## config.mk

```make
export PLATFORM = sky130hd
export DESIGN_NAME = pc_sequencer_flat
export DESIGN_NICKNAME = d
export VERILOG_FILES = /design/src/rtl/pc_sequencer_if.sv /design/src/rtl/pc_sequencer.sv /design/src/flat_wrapper.sv
export SDC_FILE = /design/constraint.sdc
export NUM_CORES = 1
export LEC_CHECK = 0
export ABC_AREA = 0
export CAP_MARGIN = 20
export CELL_PAD_IN_SITES_DETAIL_PLACEMENT = 0
export CELL_PAD_IN_SITES_GLOBAL_PLACEMENT = 2
export CORE_MARGIN = 2
export CORE_UTILIZATION = 25
export CTS_BUF_LIST = sky130_fd_sc_hd__clkbuf_4
export DETAILED_ROUTE_END_ITERATION = 8
export GPL_TIMING_DRIVEN = 0
export PLACE_DENSITY = 0.93
export SETUP_SLACK_MARGIN = 0.4
export SLEW_MARGIN = 20
export SYNTH_ARGS = -nofsm -noshare
export SYNTH_HDL_FRONTEND = slang
export SYNTH_SLANG_ARGS = --single-unit
```

## constraint.sdc

```tcl
create_clock -name clk -period 5.15 [get_ports clk]
set_input_delay 1.545 -clock clk [delete_from_list [all_inputs] [get_ports clk]]
set_output_delay 1.545 -clock clk [all_outputs]
set_load 0.005 [all_outputs]
```

## src/rtl/pc_sequencer_if.sv

```systemverilog
// ============================================================================
//  Module   : pc_sequencer_if
//  Purpose  : Op/target input bundle and registered address outputs of
//             pc_sequencer.
//  Revision : 1.0 - initial release
// ============================================================================
`default_nettype none

interface pc_sequencer_if #(
    parameter int ADDR_WIDTH  = 20,
    parameter int STACK_DEPTH = 4
);
    localparam int LVL_WIDTH = $clog2(STACK_DEPTH) + 1;

    logic                  op_valid;
    logic [2:0]            op;
    logic [ADDR_WIDTH-1:0] target;
    logic [ADDR_WIDTH-1:0] offset;
    logic                  stall;
    logic                  resume;
    logic [ADDR_WIDTH-1:0] pc;
    logic                  pc_valid;
    logic [1:0]            state;
    logic [LVL_WIDTH-1:0]  stack_level;
    logic                  err_overflow;
    logic                  err_underflow;

    modport master (
        output op_valid, op, target, offset, stall, resume,
        input  pc, pc_valid, state, stack_level, err_overflow, err_underflow
    );

    modport slave (
        input  op_valid, op, target, offset, stall, resume,
        output pc, pc_valid, state, stack_level, err_overflow, err_underflow
    );
endinterface

`default_nettype wire

```

## src/rtl/pc_sequencer.sv

```systemverilog
// ============================================================================
//  Module   : pc_sequencer
//  Purpose  : Program counter feeding the 20-bit address decoder: INC, JUMP,
//             BRANCH, CALL/RET (return stack when PC_STACK_EN is defined), HALT.
//  Revision : 1.0 - initial release
// ============================================================================
`default_nettype none

module pc_sequencer #(
    parameter int                    ADDR_WIDTH  = 20,
    parameter logic [ADDR_WIDTH-1:0] RESET_ADDR  = '0,
    parameter int                    STACK_DEPTH = 4
) (
    input  logic           clk,
    input  logic           rst,
    pc_sequencer_if.slave  bus
);

    localparam int LVL_WIDTH = $clog2(STACK_DEPTH) + 1;

    localparam logic [2:0] c_op_inc    = 3'd0;
    localparam logic [2:0] c_op_jump   = 3'd1;
    localparam logic [2:0] c_op_branch = 3'd2;
    localparam logic [2:0] c_op_call   = 3'd3;
    localparam logic [2:0] c_op_ret    = 3'd4;
    localparam logic [2:0] c_op_halt   = 3'd5;

    typedef enum logic [1:0] {
        ST_RUN   = 2'd0,
        ST_HALT  = 2'd1,
        ST_FAULT = 2'd2
    } state_t;

    state_t                r_state, w_state_next;
    logic [ADDR_WIDTH-1:0] r_pc, w_pc_next;
    logic                  r_pc_valid;
    logic                  r_unf, w_unf_next;
    logic [ADDR_WIDTH-1:0] w_pc_inc;

    assign w_pc_inc = r_pc + ADDR_WIDTH'(1);

`ifdef PC_STACK_EN
    localparam int PTR_WIDTH = $clog2(STACK_DEPTH);

    logic [ADDR_WIDTH-1:0] r_stack [STACK_DEPTH];
    logic [LVL_WIDTH-1:0]  r_level, w_level_next;
    logic                  r_ovf, w_ovf_next;
    logic                  w_push;
    logic                  w_full, w_empty;
    logic [PTR_WIDTH-1:0]  w_wr_ptr, w_rd_ptr;

    assign w_full   = (r_level == LVL_WIDTH'(STACK_DEPTH));
    assign w_empty  = (r_level == '0);
    assign w_wr_ptr = r_level[PTR_WIDTH-1:0];
    assign w_rd_ptr = w_wr_ptr - PTR_WIDTH'(1);

    // Stack storage is not reset; only the level says which entries are live.
    always_ff @(posedge clk) begin
        if (w_push) begin
            r_stack[w_wr_ptr] <= w_pc_inc;
        end
    end
`endif

    always_comb begin
        w_state_next = r_state;
        w_pc_next    = r_pc;
        w_unf_next   = r_unf;
`ifdef PC_STACK_EN
        w_ovf_next   = r_ovf;
        w_level_next = r_level;
        w_push       = 1'b0;
`endif
        if (!bus.stall) begin
            case (r_state)
                ST_RUN: begin
                    if (bus.op_valid) begin
                        case (bus.op)
                            c_op_inc:    w_pc_next = w_pc_inc;
                            c_op_jump:   w_pc_next = bus.target;
                            c_op_branch: w_pc_next = r_pc + bus.offset;
                            c_op_call: begin
`ifdef PC_STACK_EN
                                if (w_full) begin
                                    w_ovf_next   = 1'b1;
                                    w_state_next = ST_FAULT;
                                end else begin
                                    w_push       = 1'b1;
                                    w_pc_next    = bus.target;
                                    w_level_next = r_level + LVL_WIDTH'(1);
                                end
`else
                                w_pc_next = bus.target;
`endif
                            end
                            c_op_ret: begin
`ifdef PC_STACK_EN
                                if (w_empty) begin
                                    w_unf_next   = 1'b1;
                                    w_state_next = ST_FAULT;
                                end else begin
                                    w_pc_next    = r_stack[w_rd_ptr];
                                    w_level_next = r_level - LVL_WIDTH'(1);
                                end
`else
                                w_unf_next   = 1'b1;
                                w_state_next = ST_FAULT;
`endif
                            end
                            c_op_halt:   w_state_next = ST_HALT;
                            default: begin
                                w_unf_next   = 1'b1;
                                w_state_next = ST_FAULT;
                            end
                        endcase
                    end
                end
                ST_HALT, ST_FAULT: begin
                    if (bus.resume) begin
                        w_state_next = ST_RUN;
                    end
                end
                default: w_state_next = ST_RUN;
            endcase
        end
    end

    always_ff @(posedge clk) begin
        if (rst) begin
            r_state    <= ST_RUN;
            r_pc       <= RESET_ADDR;
            r_pc_valid <= 1'b0;
            r_unf      <= 1'b0;
`ifdef PC_STACK_EN
            r_ovf      <= 1'b0;
            r_level    <= '0;
`endif
        end else begin
            r_state    <= w_state_next;
            r_pc       <= w_pc_next;
            r_pc_valid <= 1'b1;
            r_unf      <= w_unf_next;
`ifdef PC_STACK_EN
            r_ovf      <= w_ovf_next;
            r_level    <= w_level_next;
`endif
        end
    end

    assign bus.pc            = r_pc;
    assign bus.pc_valid      = r_pc_valid;
    assign bus.state         = r_state;
    assign bus.err_underflow = r_unf;
`ifdef PC_STACK_EN
    assign bus.stack_level   = r_level;
    assign bus.err_overflow  = r_ovf;
`else
    assign bus.stack_level   = {LVL_WIDTH{1'b0}};
    assign bus.err_overflow  = 1'b0;
`endif

endmodule

`default_nettype wire
```

## src/flat_wrapper.sv

```systemverilog
// flat-port wrapper written by rule: the top's interface ports become plain ports
module pc_sequencer_flat 
#(
    parameter int                    ADDR_WIDTH  = 20,
    parameter logic [ADDR_WIDTH-1:0] RESET_ADDR  = '0,
    parameter int                    STACK_DEPTH = 4
)
  (clk, rst, bus_op_valid, bus_op, bus_target, bus_offset, bus_stall, bus_resume, bus_pc, bus_pc_valid, bus_state, bus_stack_level, bus_err_overflow, bus_err_underflow);
  pc_sequencer_if #(.ADDR_WIDTH(ADDR_WIDTH), .STACK_DEPTH(STACK_DEPTH)) bus_i ();
  input  logic clk;
  input  logic rst;
  input wire logic [$bits(bus_i.op_valid)-1:0] bus_op_valid;
  input wire logic [$bits(bus_i.op)-1:0] bus_op;
  input wire logic [$bits(bus_i.target)-1:0] bus_target;
  input wire logic [$bits(bus_i.offset)-1:0] bus_offset;
  input wire logic [$bits(bus_i.stall)-1:0] bus_stall;
  input wire logic [$bits(bus_i.resume)-1:0] bus_resume;
  output wire logic [$bits(bus_i.pc)-1:0] bus_pc;
  output wire logic [$bits(bus_i.pc_valid)-1:0] bus_pc_valid;
  output wire logic [$bits(bus_i.state)-1:0] bus_state;
  output wire logic [$bits(bus_i.stack_level)-1:0] bus_stack_level;
  output wire logic [$bits(bus_i.err_overflow)-1:0] bus_err_overflow;
  output wire logic [$bits(bus_i.err_underflow)-1:0] bus_err_underflow;
  assign bus_i.op_valid = bus_op_valid;
  assign bus_i.op = bus_op;
  assign bus_i.target = bus_target;
  assign bus_i.offset = bus_offset;
  assign bus_i.stall = bus_stall;
  assign bus_i.resume = bus_resume;
  assign bus_pc = bus_i.pc;
  assign bus_pc_valid = bus_i.pc_valid;
  assign bus_state = bus_i.state;
  assign bus_stack_level = bus_i.stack_level;
  assign bus_err_overflow = bus_i.err_overflow;
  assign bus_err_underflow = bus_i.err_underflow;
  pc_sequencer #(.ADDR_WIDTH(ADDR_WIDTH), .RESET_ADDR(RESET_ADDR), .STACK_DEPTH(STACK_DEPTH)) u_core (.clk(clk), .rst(rst), .bus(bus_i));
endmodule
```

==> run_results.csv <==
group,metric,value,unit
cells_and_area,insertedDiodeCount,0,
route,ant_nets,0,
synthesis,ys_top_cells_by_count,"nand2_1 (34), a21oi_1 (25), dfxtp_1 (24), ha_1 (20), and2_1 (18)",
grt,antenna_found_initial,0,
sta,setup_tns,0,ns
route,drc_errors,0,
sta,final_hold_viol_count,0,
sta,min_period,4.462,ns
placement,gp_congestion,0.8519,
clock_tree,cts_made_buffers,3,
synthesis,netlist.area_leader.share,23.06,%
setup_path,critPathArrivalTime,4.70,ns
synthesis,synthCells,266,
setup_path,r2r_end,"u_core.bus.pc[18]",
sta,worst_pin_slew,0.6639,ns
clock_tree,cts_num_sinks,24,
grt,grt_max_degree,13,
setup_path,worstRegToRegCells,11,
clock_tree,postCtsHoldBufs,0,
floorplanning,die_area,9079,µm²
grt,grt_overflow_total,0,
cells_and_area,nets,416,
setup_path,slowest_delay,0.45,ns
sta,rsz0062_at_grt,"no",
run,cap_viol_max_count,0,
setup_path,cp_cell_sequence,"clkdlybuf4s50_1, inv_1, and3_1, clkbuf_2, buf_4, nand2_1, fa_1, and2b_1, o21ai_1, o211ai_1, a21oi_2, o21ba_2, o21ai_0, and4_1, nor3_1",
placement,numPortBuffers,71,
cells_and_area,drive_gt1_share,6.087,%
floorplanning,start_util,25.61,%
sta,skew,0.002709,ns
sta,setup_ws,0.6880,ns
synthesis,synth-edff-count,0,
setup_path,reg2reg_from,"u_core.bus.pc[0]",
grt,grt_pass1_wl,10.52,mm
clock_tree,htreeDepth,1,
synthesis,ys_top_cells_by_area,"dfxtp_1 (23%), ha_1 (12%), nand2_1 (6.1%)",
setup_path,cp-endpoint,"u_core.bus.pc[18]",
setup_path,critPathKind,"primary input to register",
synthesis,synth_top_family_by_area,"compound AO/OA/AOI/OAI gates",
setup_path,cp-startpoint,"bus_op[0]",
sta,max_slew_margin,55.57,%
synthesis,yosys.cell_count.top_type,"nand2_1",
setup_path,start_kind,"primary input",
sta,max_freq,224.1,MHz
synthesis,synth_area,2083,µm²
setup_path,cp.required,5.39,ns
synthesis,ys_seq_area_share,23.06,%
setup_path,rrSetupSlack,2.54,ns
cells_and_area,fin_util,36.66,%
sta,slew_violations,0,
floorplanning,core-area,8134,µm²
cells_and_area,multi_input_area,1493,µm²
synthesis,yosysUniqueCellTypes,50,
sta,timing.final.crit_share,86.64,%
cells_and_area,fill_cells,871,
grt,first_global_vias,2120,
floorplanning,io_pins,76,
clock_tree,clkTransAtPathRegs,0.15,ns
outcome,outcome,"complete, no violations",
synthesis,muxShareOfSynthArea,1.502,%
hold_path,hp-class,"register to register",
synthesis,yosys.area.top_type,"dfxtp_1",
synthesis,synth-xor-area-share,7.147,%
synthesis,synth_warnings,0,
floorplanning,rows,33,
synthesis,ys_dominant_reg_cell,"dfxtp_1",
clock_tree,clock-root-buffer,"clkbuf_4",
cells_and_area,synthToLayoutAreaGrowth,43.12,%
route,wl_per_cell,14.96,µm
cells_and_area,seq_area,480.5,µm²
floorplanning,die_width,95.29,µm
route,dr.pass1.iters,4,
synthesis,synth_area_per_cell,7.832,µm²
synthesis,async_reset_ff_share,0,%
route,vias,2193,
setup_path,slowest_stage,"clkdlybuf4s50_1",
route,wl,6.734,mm
placement,dp_hpwl,5.134,mm
setup_path,end_kind,"register",
synthesis,yosys.area_share.simple,20.72,%
clock_tree,clock_tree.buffer_depth,2,
synthesis,synth_compound_area_share,28.59,%
power,p_leak,1.178,nW
floorplanning,die_h,95.29,µm
power,power.density,139.3,nW/µm²
route,viasPerCell,4.873,
setup_path,crit_fanout,10,
grt,grt_usage,14.99,%
clock_tree,cts_tree,"done",
power,peakVddDrop,73.04,µV
route,drtIter0Drc,83,
sta,finalSetupViolations,0,
synthesis,ys_ff_latch,24,
synthesis,synthAdderAreaFrac,12.97,%
clock_tree,clk_latency,0.33,ns
placement,pre_cts_slack,-0.3777,ns
[cell type report]
class | count | share of cell area [%]
Buffer | 16 | 2.728
Sequential cell | 24 | 16.11
Timing Repair Buffer | 73 | 24.42
Inverter | 12 | 1.511
Tap cell | 105 | 4.406
Multi-Input combinational cell | 217 | 50.06
Clock buffer | 3 | 0.7554
[metal layers]
layer,vias to the layer above,GRT usage (%),wire [µm]
met5,-,0,0
met4,0,2.899,42
met3,4,1.897,285
met2,49,25.82,3257
met1,1018,20.09,3149
li1,1122,-,-
[registers in the layout (all words and copies together), names as in the netlist]
name	count
u_core.bus.state	2
u_core.bus.pc	20
u_core.bus.pc_valid	1
u_core.bus.err_underflow	1
[logic make-up (layout without fill, tap and decap cells)]
group           count (synthesis)  count (layout)
compound gates                 85              85
xor+xnor                       17              17
fa+ha+maj                      21              21
buf+inv                        28             104
flops                          24              24
mux                             3               3
other cells                     1               4
simple gates                   87              87
[power by group]
part	switching, W	total, W	internal, W
clock	0.0000674	0.0000949	0.0000275
sequential	0.00000534	0.000198	0.000192
combinational	0.0000544	0.000123	0.0000682
[worst max-delay path: cells and delay by family]
kind	cells	cell delay [ns]
compound gates	5	1.02
buf+inv	4	0.96
simple gates	5	0.73
fa+ha+maj	1	0.43
[what timing repair did]
action | in CTS | in global routing
gates resized for setup | 2 | 4
pin swaps | 1 | 2
setup buffers | 1 | 1
setup endpoints to repair | 10 | 10
[placed cells by master, fill, tap and decap left out, types with 2 or more instances in the layout]
cell,Yosys,layout
a211oi_1,4,4
a21o_1,4,4
a21oi_1,25,25
a221oi_1,3,3
a221oi_2,2,2
a31oi_1,3,3
and2_1,18,18
and3_1,2,2
buf_4,4,7
clkbuf_1,11,9
clkbuf_4,0,3
clkdlybuf4s50_1,0,70
conb_1,1,4
dfxtp_1,24,24
ha_1,20,20
inv_1,12,12
mux2i_1,2,2
nand2_1,34,34
nand2b_1,5,5
nand3_1,2,2
nand4_1,2,2
nor2_1,13,13
nor2b_1,3,3
o211ai_1,2,2
o21a_1,2,2
o21ai_0,13,13
o21bai_1,2,2
o221ai_1,13,13
or3_1,2,2
xnor2_1,10,10
xor2_1,7,7
[stage by stage]
step	instance area, µm²	total power, W	cells	hold slack [ns]
2_1_floorplan	2095	0.0002563	269	0.4647
3_3_place_gp	2937	0.0003235	445	0.4607
3_5_place_dp	2937	0.0003244	445	0.4699
4_1_cts	2969	0.0004201	449	0.4905
5_1_grt	2982	0.0004382	450	0.5197
6_report	2982	0.0004153	450	0.4870
[how the worst min path moves through the flow]
stage	cells after the start	to	from
after floorplan	2	u_core.bus.err_underflow	u_core.bus.err_underflow
after global placement	2	u_core.bus.pc[14]	u_core.bus.pc[14]
after detailed placement	2	u_core.bus.pc[13]	u_core.bus.pc[13]
after CTS	2	u_core.bus.pc[13]	u_core.bus.pc[13]
after global routing	2	u_core.bus.pc[9]	u_core.bus.pc[9]
final	2	u_core.bus.pc[14]	u_core.bus.pc[14]
Power figures use the tool's default switching activity.
